==> src/rtl/catch_arbiter.sv <==
// catch_arbiter: grants field items to the left/right hook, resolves
// same-item conflicts round-robin, retires items on explosion or
// delivery, and keeps a saturating score for each player.
module catch_arbiter #(
  parameter int N_ITEMS = 8,
  parameter int VALUE_W = 8,
  parameter int SCORE_W = 16
) (
  input  logic                       Clk,
  input  logic                       reset,
  input  logic                       is_new_game_start,
  input  logic [N_ITEMS-1:0]         hit_l,
  input  logic [N_ITEMS-1:0]         hit_r,
  input  logic                       hook_home_l,
  input  logic                       hook_home_r,
  input  logic                       is_explodel,
  input  logic                       is_exploder,
  input  logic [N_ITEMS*VALUE_W-1:0] item_value,
  output logic [N_ITEMS-1:0]         held_l,
  output logic [N_ITEMS-1:0]         held_r,
  output logic                       is_catchl,
  output logic                       is_catchr,
  output logic [N_ITEMS-1:0]         destroyed,
  output logic [SCORE_W-1:0]         score_l,
  output logic [SCORE_W-1:0]         score_r,
  output logic                       score_pulse_l,
  output logic                       score_pulse_r,
  output logic                       rr_pri
);

  typedef enum logic {IDLE = 1'b0, HOLD = 1'b1} hook_st_e;

  hook_st_e               st_l_q, st_l_d, st_r_q, st_r_d;
  logic [3:0]             idx_l_q, idx_l_d, idx_r_q, idx_r_d;
  logic [N_ITEMS-1:0]     held_l_q, held_l_d, held_r_q, held_r_d;
  logic [N_ITEMS-1:0]     destroyed_q, destroyed_d;
  logic [SCORE_W-1:0]     score_l_q, score_l_d, score_r_q, score_r_d;
  logic                   pulse_l_q, pulse_l_d, pulse_r_q, pulse_r_d;
  logic                   rr_q, rr_d;

  logic [N_ITEMS-1:0]     free_items, cand_l, cand_r;
  logic                   fnd_l, fnd_r, conflict, grant_l, grant_r;
  logic [3:0]             sel_l, sel_r;

  // Lowest set index of a candidate vector, with a found flag in the MSB.
  function automatic logic [4:0] pick_lowest(input logic [N_ITEMS-1:0] v);
    logic [4:0] r;
    r = '0;
    for (int i = N_ITEMS - 1; i >= 0; i--) begin
      if (v[i]) r = {1'b1, 4'(i)};
    end
    return r;
  endfunction

  // Score value of the slot addressed by idx.
  function automatic logic [VALUE_W-1:0] value_at(input logic [3:0] idx);
    logic [VALUE_W-1:0] v;
    v = '0;
    for (int i = 0; i < N_ITEMS; i++) begin
      if (idx == 4'(i)) v = item_value[i*VALUE_W +: VALUE_W];
    end
    return v;
  endfunction

  // Zero-extend, add with one carry bit, clamp to all-ones on overflow.
  function automatic logic [SCORE_W-1:0] sat_add(input logic [SCORE_W-1:0] s,
                                                  input logic [VALUE_W-1:0] v);
    logic [SCORE_W:0] sum;
    sum = {1'b0, s} + (SCORE_W + 1)'(v);
    return sum[SCORE_W] ? {SCORE_W{1'b1}} : sum[SCORE_W-1:0];
  endfunction

  // Claim selection: only idle hooks away from the pivot compete for free items.
  always_comb begin
    free_items = ~destroyed_q & ~held_l_q & ~held_r_q;
    cand_l     = (st_l_q == IDLE && !hook_home_l) ? (hit_l & free_items) : '0;
    cand_r     = (st_r_q == IDLE && !hook_home_r) ? (hit_r & free_items) : '0;
    {fnd_l, sel_l} = pick_lowest(cand_l);
    {fnd_r, sel_r} = pick_lowest(cand_r);
    conflict   = fnd_l && fnd_r && (sel_l == sel_r);
    grant_l    = fnd_l && (!conflict || !rr_q);
    grant_r    = fnd_r && (!conflict ||  rr_q);
  end

  // Next-state for both hook FSMs, retirement, scoring and the sync clear.
  always_comb begin
    st_l_d      = st_l_q;
    st_r_d      = st_r_q;
    idx_l_d     = idx_l_q;
    idx_r_d     = idx_r_q;
    held_l_d    = held_l_q;
    held_r_d    = held_r_q;
    destroyed_d = destroyed_q;
    score_l_d   = score_l_q;
    score_r_d   = score_r_q;
    pulse_l_d   = 1'b0;
    pulse_r_d   = 1'b0;
    rr_d        = conflict ? ~rr_q : rr_q;

    if (st_l_q == IDLE) begin
      if (grant_l) begin
        st_l_d   = HOLD;
        idx_l_d  = sel_l;
        held_l_d = N_ITEMS'(1) << sel_l;
      end
    end else if (is_explodel || hook_home_l) begin
      // Explosion outranks delivery: the item is retired either way,
      // but only a delivery earns points.
      st_l_d      = IDLE;
      held_l_d    = '0;
      destroyed_d = destroyed_d | held_l_q;
      if (!is_explodel) begin
        score_l_d = sat_add(score_l_q, value_at(idx_l_q));
        pulse_l_d = 1'b1;
      end
    end

    if (st_r_q == IDLE) begin
      if (grant_r) begin
        st_r_d   = HOLD;
        idx_r_d  = sel_r;
        held_r_d = N_ITEMS'(1) << sel_r;
      end
    end else if (is_exploder || hook_home_r) begin
      st_r_d      = IDLE;
      held_r_d    = '0;
      destroyed_d = destroyed_d | held_r_q;
      if (!is_exploder) begin
        score_r_d = sat_add(score_r_q, value_at(idx_r_q));
        pulse_r_d = 1'b1;
      end
    end

    // A new game overrides everything, including a same-cycle delivery.
    if (is_new_game_start) begin
      st_l_d      = IDLE;
      st_r_d      = IDLE;
      idx_l_d     = '0;
      idx_r_d     = '0;
      held_l_d    = '0;
      held_r_d    = '0;
      destroyed_d = '0;
      score_l_d   = '0;
      score_r_d   = '0;
      pulse_l_d   = 1'b0;
      pulse_r_d   = 1'b0;
      rr_d        = 1'b0;
    end
  end

  // State registers with asynchronous active-low reset.
  always_ff @(posedge Clk or negedge reset) begin
    if (!reset) begin
      st_l_q      <= IDLE;
      st_r_q      <= IDLE;
      idx_l_q     <= '0;
      idx_r_q     <= '0;
      held_l_q    <= '0;
      held_r_q    <= '0;
      destroyed_q <= '0;
      score_l_q   <= '0;
      score_r_q   <= '0;
      pulse_l_q   <= 1'b0;
      pulse_r_q   <= 1'b0;
      rr_q        <= 1'b0;
    end else begin
      st_l_q      <= st_l_d;
      st_r_q      <= st_r_d;
      idx_l_q     <= idx_l_d;
      idx_r_q     <= idx_r_d;
      held_l_q    <= held_l_d;
      held_r_q    <= held_r_d;
      destroyed_q <= destroyed_d;
      score_l_q   <= score_l_d;
      score_r_q   <= score_r_d;
      pulse_l_q   <= pulse_l_d;
      pulse_r_q   <= pulse_r_d;
      rr_q        <= rr_d;
    end
  end

  assign held_l        = held_l_q;
  assign held_r        = held_r_q;
  assign is_catchl     = |held_l_q;
  assign is_catchr     = |held_r_q;
  assign destroyed     = destroyed_q;
  assign score_l       = score_l_q;
  assign score_r       = score_r_q;
  assign score_pulse_l = pulse_l_q;
  assign score_pulse_r = pulse_r_q;
  assign rr_pri        = rr_q;

endmodule

==> config.mk <==
export PLATFORM = sky130hd
export DESIGN_NAME = catch_arbiter
export DESIGN_NICKNAME = d
export VERILOG_FILES = /design/src/rtl/catch_arbiter.sv
export SDC_FILE = /design/constraint.sdc
export NUM_CORES = 1
export LEC_CHECK = 0
export CAP_MARGIN = 20
export CORE_ASPECT_RATIO = 0.7
export CORE_UTILIZATION = 70
export DETAILED_ROUTE_END_ITERATION = 10
export DONT_BUFFER_PORTS = 1
export MAX_ROUTING_LAYER = met4
export PLACE_DENSITY_LB_ADDON = 0.15
export SYNTH_ARGS = -nofsm -noshare
export SYNTH_HDL_FRONTEND = slang
export SYNTH_SLANG_ARGS = --single-unit
==> constraint.sdc <==
create_clock -name Clk -period 10.13 [get_ports Clk]
set_input_delay 1.5195 -clock Clk [delete_from_list [all_inputs] [get_ports Clk]]
set_output_delay 1.5195 -clock Clk [all_outputs]
set_load 0.01 [all_outputs]
==> results.md <==
- Hold path depth: 2
- Largest family of logic cells by synthesized area: simple AND/OR/NAND/NOR gates
- # diodes: 0
- Number of H-tree levels: 3
- Clock slew at reported path FFs: 0.08 ns
- Row count: 26
- Hold WS: between 0.6 and 0.7 ns
- Full die area: roughly 0.008 mm^2
- Via Count: 5000
- CTS max path bufs: 2
- DRC viols: 0
- CP max FO: 26
- First-pass GRT wire length: between 20 and 25 mm
- Clock Sinks: 67
- CTS tree: built
- Post-synth EDFFs: 0
- Worst hold-check path type: reg -> reg
- Initial antenna violation count: 0
- R2r worst-path depth: 17
- Finished Layout Cells: ~700
- Nature of the critical path endpoint: register
- Max-Cap Viols: 0
- Worst EP arrival: ~5.4 ns
- Worst Tran Pin Value: roughly 0.94 ns
- Port bufs: 0
- Area contributors post-synth: dfrtp_1 32%, mux4_2 6.0%, mux2i_1 5.7%
- Yosys top cell by area: dfrtp_1
- Worst EP required: approximately 10 ns
- Max transition margin: between 30 and 40%
- Share of the synthesized area in the top cell type: 31.7%
- Most frequent cells in the layout: 78 x nand2_1, 67 x dfrtp_1, 55 x nor2_1, 30 x mux2i_1, 28 x nand3_1
- Syn. warnings: 0
- Fin Setup TNS: 0 ns
- Final antenna-violating net count: 0
- Clk_skew: 0.00869 ns
- CTS-repair resized insts: 0
- Unique masters post-synth: 73
- Routed vias/inst: 7.17
- XOR/XNOR share of the synthesized area: under 10%
- Post-CTS setup buffer count: 0
- Synthesized instance count: 612
- Share of cells above drive strength 1: about a tenth
- Synthesized area: 0.00530 mm^2
- Crit Path Category: reg -> reg
- Mux share of post-synthesis cell area: a little under an eighth
- Die Wd: 106 um
- Placed insts: 681
- Max Slew Vio Count: 0
- Vias in the first global route: ~4500
- Leakage: 2.30 nW
- Ys async rst share: 100%
- RSZ-0062 raised after global routing: false
- Net Count, Synth: approximately 720
- #FFs+latches synth: 67
- Area occupied by multi-input gates: ~0.0034 mm^2
- Peak supply drop: around 0.093 mV
- Post-DP HPWL: approximately 11 mm
- Most used DFF post-synth: dfrtp_1
- CTS Buf Count: 9
- Pre-Repair DR Iteration Count: 5
- Fmax: a little under 200 MHz
- PwrDens: about 190 mW/mm^2
- Commonest non-fill, non-tap cell in the layout: nand2_1
- Sequential share of the synthesized area: about a third
- GP Congestion: 0.930
- Final Util: between 70% and 80%
- DIE HEIGHT: between 70 and 80 um
- Initial DRC Count: between 600 and 700
- Final period util: between 50% and 60%
- Cts hold-fix bufs: 0
- CTS root buf: clkbuf_8
- Compound-Gate Fraction of Synth Area: 20.3%
- Layout fillers: around 540
- Layout Nets: ~700
- Hold Violations, Final: 0
- Clk_lat worst skew: approximately 0.36 ns
- Outcome: completed
- Post-Synth Simple-Gate Area: about 25%
- Core ar.: between 0.007 and 0.008 mm^2
- Syn Area/Cell: between 8 and 9 um^2
- Post-Synth Adder-Cell Area: between 5 and 6%
- Layout Area Growth over Synthesis: 3.69%
- IO Pins: approximately 150
- GRT Total Usage: about two fifths
- Starting density of the core: roughly 72%
- Final wirelength: about 15 mm
- Routed wire per std cell: about 21 um
- Grt ovf: 0
- Setup-failing EPs final: 0
- CP startpoint kind: register
- Sequential Area: 0.00168 mm^2
- Largest net degree at the start of global routing: 68
- Period minus WS final: between 5 and 6 ns
==> worst paths after layout <==
| check | start | to | slack (ns) |
|---|---|---|---|
| min in group asynchronous | reset | held_r[6] | 0.84 |
| hold reg to reg | score_l[7] | score_l[7] | 0.61 |
| hold / removal | score_l[7] | score_l[7] | 0.61 |
| max in group asynchronous | reset | destroyed[6] | 9.16 |
| setup reg to reg | idx_r_q[0] | score_r[12] | 5.01 |
| setup / recovery | idx_r_q[0] | score_r[12] | 5.01 |
==> flip-flops by register name, indices dropped and copies added, names as in the netlist <==
name	count
idx_r_q	3
score_pulse_l	1
st_l_q	1
destroyed	8
idx_l_q	3
rr_pri	1
st_r_q	1
held_r	8
held_l	8
score_l	16
score_pulse_r	1
score_r	16
==> Yosys cell counts (3+ instances only) <==
cell / n
nand2_1: 78
nor3b_1: 4
mux4_2: 14
a22o_1: 4
nor4_1: 8
clkbuf_1: 23
o21ai_0: 26
xnor2_1: 6
nand4_1: 11
nor2b_1: 5
xor2_1: 4
o21a_1: 9
o21ai_1: 10
a21o_1: 3
dfrtp_1: 67
and3_1: 13
nand3_1: 28
nor2_1: 55
mux2i_1: 30
nor3_1: 27
or2_2: 4
nand3_2: 3
ha_1: 18
nor3_2: 3
inv_1: 23
a211oi_1: 8
a31oi_1: 10
a221oi_1: 12
a311oi_1: 5
o221ai_1: 6
a22oi_1: 5
and2_1: 5
a21oi_1: 24
buf_1: 6
buf_6: 3
==> power by group <==
part           switching (W)  total (W)  internal, W
logic               0.000284   0.000486     0.000202
clock network       0.000111   0.000225     0.000114
registers          0.0000652   0.000355     0.000290
==> cell type report <==
type,count,share of cell area [%]
multi-input cells,487,61.5
flip-flops and latches,67,30.5
repair buffers,3,0.410
clock buffers,10,2.32
clock inverters,6,1.18
inverters,26,1.78
well taps,98,2.23
==> kinds of logic (layout without fill, tap and decap cells) <==
kind of cell / after synthesis / after routing
buffers and inverters: 58 / 45
AO/OA/AOI/OAI: 151 / 151
flip-flops: 67 / 67
XOR/XNOR: 11 / 11
AND/OR/NAND/NOR: 261 / 261
multiplexers: 44 / 44
adder cells (fa/ha/maj): 20 / 20
==> stage by stage <==
| stage | setup WS [ns] | power [W] | cell area (um^2) |
|---|---|---|---|
| 2_1_floorplan | 5.93 | 0.000739 | 5300 |
| 3_3_place_gp | 5.40 | 0.000810 | 5300 |
| 3_5_place_dp | 5.11 | 0.000829 | 5300 |
| 4_1_cts | 5.12 | 0.00105 | 5490 |
| 5_1_grt | 4.58 | 0.00113 | 5490 |
| 6_report | 5.01 | 0.00107 | 5490 |
==> worst max-delay path, stage by stage, from the launching register on <==
cell       delay (ns)
dfrtp_1          0.87
clkinv_1         0.46
nor2_1           0.50
nand2_1          0.09
o21ai_0          0.09
a221oi_1         0.11
o21ai_0          0.28
ha_1             0.21
inv_1            0.05
fa_1             0.40
nor2b_1          0.14
o21ai_1          0.10
a21boi_1         0.23
o21ai_1          0.17
a2111oi_1        0.82
and3_1           0.28
a31oi_1          0.09
o21a_1           0.11
==> layer usage <==
metal | vias up | routed length, um | track usage [%]
met5 | - | 0 | -
met1 | 2386 | 6380 | 52.3
li1 | 2245 | - | -
met3 | 35 | 1830 | 12.4
met4 | 0 | 244 | 11.1
met2 | 334 | 6320 | 54.5
Power figures use the tool's default switching activity.
